**src/rtl/tennis_rally_ctrl.sv**
```systemverilog
// tennis_rally_ctrl: serve, ball travel, hit/miss detection and scoring for a 16-LED tennis rally game
module tennis_rally_ctrl #(
  parameter int STEP_DIV   = 4,
  parameter int POINT_HOLD = 2,
  parameter int WIN_SCORE  = 5
) (
  input  logic        clk,
  input  logic        reset_clk,
  input  logic        but_1,
  input  logic        but_2,
  output logic [15:0] leds,
  output logic [3:0]  score_1,
  output logic [3:0]  score_2,
  output logic        game_over,
  output logic        winner
);
  localparam logic [1:0] S_SERVE = 2'd0;
  localparam logic [1:0] S_MOVE  = 2'd1;
  localparam logic [1:0] S_POINT = 2'd2;
  localparam logic [1:0] S_OVER  = 2'd3;
  localparam int CW = $clog2(STEP_DIV);
  localparam int HW = $clog2(POINT_HOLD) + 1;
  logic [1:0]    r_state;
  logic [3:0]    r_pos;
  logic          r_dir;
  logic [CW-1:0] r_cnt;
  logic [HW-1:0] r_hold;
  logic          r_win;
  logic [3:0]    r_s1, r_s2;
  logic          r_b1q, r_b2q;
  logic          w_press_1, w_press_2, w_tick, w_rx_press, w_srv_press, w_at_end, w_won;
  // r_dir=1 means the ball travels toward pos 15 (player 1 receives); r_win doubles as the server
  assign w_press_1   = but_1 & ~r_b1q;
  assign w_press_2   = but_2 & ~r_b2q;
  assign w_tick      = r_cnt == CW'(STEP_DIV - 1);
  assign w_at_end    = r_pos == (r_dir ? 4'd15 : 4'd0);
  assign w_rx_press  = r_dir ? w_press_1 : w_press_2;
  assign w_srv_press = r_win ? w_press_2 : w_press_1;
  assign w_won       = (r_win ? r_s2 : r_s1) == 4'(WIN_SCORE);
  // Button history always tracks the levels, so a press held through reset makes no edge
  always_ff @(posedge clk) begin
    r_b1q <= but_1;
    r_b2q <= but_2;
  end
  // Game sequencer: step timing, ball motion, hit/miss resolution and scoring
  always_ff @(posedge clk) begin
    if (reset_clk) begin
      r_state <= S_SERVE;
      r_pos   <= 4'd15;
      r_dir   <= 1'b0;
      r_cnt   <= '0;
      r_hold  <= '0;
      r_win   <= 1'b0;
      r_s1    <= 4'd0;
      r_s2    <= 4'd0;
    end else begin
      r_cnt <= w_tick ? '0 : r_cnt + 1'b1;
      case (r_state)
        S_SERVE: if (w_srv_press) begin
          r_state <= S_MOVE;
          r_dir   <= r_win;
          r_cnt   <= '0;
        end
        S_MOVE: if (w_rx_press && w_at_end) begin
          r_dir <= ~r_dir;
          r_cnt <= '0;
        end else if (w_tick && w_at_end) begin
          r_state <= S_POINT;
          r_win   <= r_dir;
          r_hold  <= '0;
          if (r_dir) r_s2 <= r_s2 + 4'd1;
          else r_s1 <= r_s1 + 4'd1;
        end else if (w_tick) begin
          r_pos <= r_dir ? r_pos + 4'd1 : r_pos - 4'd1;
        end
        S_POINT: if (w_tick) begin
          if (r_hold == HW'(POINT_HOLD - 1)) begin
            r_state <= w_won ? S_OVER : S_SERVE;
            r_pos   <= r_win ? 4'd0 : 4'd15;
          end else begin
            r_hold <= r_hold + 1'b1;
          end
        end
        default: ;
      endcase
    end
  end
  // Court display decoded straight from registered state
  always_comb begin
    leds = r_state == S_POINT ? 16'hFFFF :
           r_state == S_OVER  ? (r_win ? 16'h00FF : 16'hFF00) :
           16'h0001 << r_pos;
  end
  assign score_1   = r_s1;
  assign score_2   = r_s2;
  assign game_over = r_state == S_OVER;
  assign winner    = r_win;
endmodule

```
**config.mk**
```make
export PLATFORM = sky130hd
export DESIGN_NAME = tennis_rally_ctrl
export DESIGN_NICKNAME = d
export VERILOG_FILES = /design/src/rtl/tennis_rally_ctrl.sv
export SDC_FILE = /design/constraint.sdc
export NUM_CORES = 1
export LEC_CHECK = 0
export CORE_MARGIN = 8
export CORE_UTILIZATION = 46
export CTS_BUF_LIST = sky130_fd_sc_hd__clkbuf_16
export DETAILED_ROUTE_END_ITERATION = 10
export PLACE_DENSITY = 0.76
export SLEW_MARGIN = 10
export SYNTH_ARGS = -nofsm -noshare
export SYNTH_HDL_FRONTEND = slang
export SYNTH_SLANG_ARGS = --single-unit
export TNS_END_PERCENT = 100
```
**constraint.sdc**
```tcl
create_clock -name clk -period 2.2 [get_ports clk]
set_input_delay 0.55 -clock clk [delete_from_list [all_inputs] [get_ports clk]]
set_output_delay 0.55 -clock clk [all_outputs]
set_load 0.1 [all_outputs]
```
Word level (Yosys, flattened, before mapping)
Index checks and enable logic that the tools add are counted.

Mux-type cells: 34. Shift-type cells: 1. Reduce and logical (&&, ||, !) cells: 13. Bitwise gates (word level): 6. Equality and inequality tests: 16. Add/sub/neg operators: 6.

Operator list (number): $mux 16 (3); $mux 4 (9); $mux 2 (13); $ne 2x2->1 const B (9); $shl 1x4->16 const A (1); $add 4x1->4 const B (3); $reduce_and 6->1 (2); $pmux 2 s2 (2); $pmux 4 s2 (1); $reduce_and 4->1 (2); $eq 2x2->1 const B (3); $pmux 2 s3 (1); $reduce_and 3->1 (2); $reduce_and 5->1 (1); $add 2x1->2 const B (2); $eq 2x1->1 const B (2); $eq 4x3->1 const B (1); $eq 4x4->1 (1); $mux 1 (4); $not 1->1 (4); $reduce_bool 2->1 (2); $sub 4x1->4 const B (1); $reduce_bool 3->1 (1); $and 1x1->1 (2); 3 further kinds (4).

Flip-flop bits (word level): 22. Logic and storage cells: 86. Input bits: 4. Output and inout port bits: 26.

Depth between registers and ports, before layout
Depth after elaboration: 6. Mapped depth: 8. Gate-level depth less buffers: 7.

Worst setup path after synthesis
Ideal clock, no wire load.

Kind: register to output. From: register r_state[0]. To: output port leds[0]. Slack: -1894 ps. Path buffers: 0. Data arrival time: 3544 ps. Data required time: 1650 ps. Cell stages (with the launch flop): 4. Path through: dfxtp_1 > ha_1 > or3_1 > o21ai_0.

Cells in the longest elaborated chain, start to end: 3. Elaborated cells on any way between the ends: 4. Classes of those cells: eq/ne (2); mux (2).

RTL lines: start, declared (RTL line 23) `logic [1:0] r_state;`; start signal, assigned (RTL line 78) `r_state <= w_won ? S_OVER : S_SERVE;`; $eq 2x2->1; via game_over (RTL line 14) `output logic game_over,`; $mux 16 (RTL line 91) `r_state == S_OVER ? (r_win ? 16'h00FF : 16'hFF00) :`; $mux 16 (RTL line 90) `leds = r_state == S_POINT ? 16'hFFFF :`; end, declared (RTL line 11) `output logic [15:0] leds,`.

The timed path passes the listed nets, and every way through them passes these cells.

Worst setup path after layout
From: register r_state[0]. To: output port leds[2].

Cells in the longest elaborated chain, start to end: 3. Elaborated cells on any way between the ends: 4. Classes of those cells: eq/ne (2); mux (2).

RTL lines (RTL line): $eq 2x2->1 (91); $mux 16 (91); $mux 16 (*) (90).

Mark *: on every way between the ends. The rest lies on a longest branch, timed or not.

==> results.cfg <==
[timing]
tightestPinTransition_ns = 0.418
fmax_mhz = 459
rsz0062_at_grt = true
setup_viol = 0
max_slew_margin = 0.720
finalCritPeriodShare = 0.991
finalCriticalPeriod_ns = 2.18
fin_ws_ns = 0.0199
finalHoldViolCount = 0
setup_tns_ns = 0
whs_ns = 0.432
slew_viol_final = 0
finClkSkew_ns = 0.00185

[synthesis]
avgSynthCellArea_um2 = 8.17
synth.yosys.warnings = 0
ys_seq_area_frac = 0.308
synth_ff_type = dfxtp_1
synth_top_area_share = 0.308
ys_seq_elements = 22
yosysTopAreaCell = dfxtp_1
synth_common_cells = dfxtp_1 (22), o21ai_0 (21), nand2_1 (14)
netlist_instances = 175
syn_area_um2 = 1430
synth_cell_types = 41
async_flop_share = 0
synth-edff-count = 0
synth_fp_nets = 191
synth_area_leaders = dfxtp_1 (31%), ha_1 (9.6%), o21ai_0 (7.3%)
synth.most_common_cell = dfxtp_1

[clock_network]
clock-root-buffer = clkbuf_16
clk_pin_slew_ns = 0.06
clock_latency_ns = 0.26
ctsHtreeMaxLevel = 1
cts_hold_buf = 0
clock_sinks = 22
cts_buffer_depth = 2
cts_tree = built
cts_buffers = 3

[route]
wl_met3_um = 285
wl_per_cell_um = 16.8
wl_met2_um = 2310
via_count = 1460
drt_iter0_markers = 60
top_layer = met4
drt_wl_total_um = 4260
detail_route.first_pass.iterations = 4
drc = 0
ant_nets = 0
m1WireLength_um = 1580
vias_per_cell = 5.77

[floorplan]
io_pins = 30
die_w_um = 71.8
fp-row-count = 20
core_um2 = 3000
initial_utilization = 0.476
die_area_um2 = 5150
die_y_um = 71.8

[cells_and_area]
final_cells = 253
area_growth_pct = 67.3
nets = 237
drive_above_1_share = 0.364
nFillCells = 187
diodes = 0

[grt]
grt_first_pass_wirelength_um = 6920
grtUsageTotal = 0.169
gr-total-overflow = 0
grt_max_degree = 13
antenna_found_initial = 0
grt_pass1_vias = 1515

[setup_path]
arrival_ns = 1.63
path_max_fanout = 6
critPathKind = reg -> out
crit_required_ns = 1.65
end_kind = primary output
cp-start-kind = flop

[flow_run]
cap_violations = 0

[power]
leakage_nw = 0.978
total_power_w = 0.00164
vdd_drop_max_mv = 0.431
power_density_nw_per_um2 = 687

[placement]
dp_hpwl_um = 3210
gp_congestion = 0.888
placedCellCount = 244
portBuffers = 29
dp_slack_ns = -0.0611

[hold_path]
hold_class = reg -> reg

[status]
outcome = complete, no violations
-- critical path, stage by stage, from the launching register on --
cell	delay (ns)
dfxtp_2	0.35
ha_4	0.19
or3_4	0.45
o21ai_4	0.19
buf_12	0.19
-- stage by stage --
| step | cell area (um2) | util |
|---|---|---|
| after floorplan | 1660 | - |
| after detailed placement | 2230 | 0.743 |
| after CTS | 2320 | 0.773 |
| after global routing | 2390 | 0.797 |
| final | 2390 | 0.797 |
| after global placement | 2230 | 0.743 |
-- cell usage in the layout, fill, tap and decap left out, types with 5 or more instances in the layout --
cell     instances
nor2_1          13
a21oi_1          7
inv_1           11
mux2i_1          7
nand3_1          7
o21ai_0          5
o21ai_4         16
nand2_1         12
xor2_1           6
ha_1             7
buf_4           25
buf_12          19
dfxtp_1         19
-- state kept, by name (all words and copies together) (netlist names) --
signal and cells:
r_cnt 2, r_hold 2, score_1 4, r_dir 1
r_pos 4, r_state 2, winner 1, r_b2q 1
r_b1q 1, score_2 4
-- metal layers --
| layer | vias to the layer above | GRT usage |
|---|---|---|
| li1 | 715 | - |
| met1 | 666 | 0.166 |
| met2 | 69 | 0.310 |
| met3 | 10 | 0.0502 |
| met4 | 0 | 0.0930 |
| met5 | - | 0 |
-- layout make-up --
type / instances / area [um2] / share of cell area
repair buffers: 47 / 598 / 0.250
multi-input cells: 135 / 1180 / 0.493
well taps: 33 / 41.3 / 0.0173
inverters: 12 / 45.0 / 0.0188
clock buffers: 3 / 75.1 / 0.0314
clock inverters: 1 / 3.75 / 0.00157
flip-flops and latches: 22 / 449 / 0.188
-- cell families after synthesis --
logic type               share of synthesized area
XOR/XNOR                                    0.0429
multiplexers                                0.0569
flip-flops                                   0.308
AND/OR/NAND/NOR                              0.220
buffers and inverters                       0.0507
AO/OA/AOI/OAI                                0.211
adder cells (fa/ha/maj)                      0.110
-- final timing paths --
path	from	end	slack, ns	cells after the start
max	r_state[0]	leds[2]	0.02	4
min	r_cnt[0]	r_cnt[0]	0.43	1
max reg2reg	r_dir	r_state[0]	0.08	7
min reg2reg	r_cnt[0]	r_cnt[0]	0.43	1
-- power by group --
| part | internal (W) | leakage (nW) | switching, W |
|---|---|---|---|
| sequential | 0.000435 | 0.181 | 0.0000321 |
| combinational | 0.000317 | 0.758 | 0.000469 |
| clock | 0.000243 | 0.0385 | 0.000148 |
| total | 0.000995 | 0.978 | 0.000648 |
-- what timing repair did --
action | 4_1_cts | 5_1_grt
hold endpoints to repair | 0 | 0
gates resized for setup | 1 | 7
buffers inserted | 1 | 4
pin swaps | 0 | 4
cloned | 0 | 0
setup endpoints to repair | 16 | 21
No activity file was read; power rests on OpenSTA's default activity.
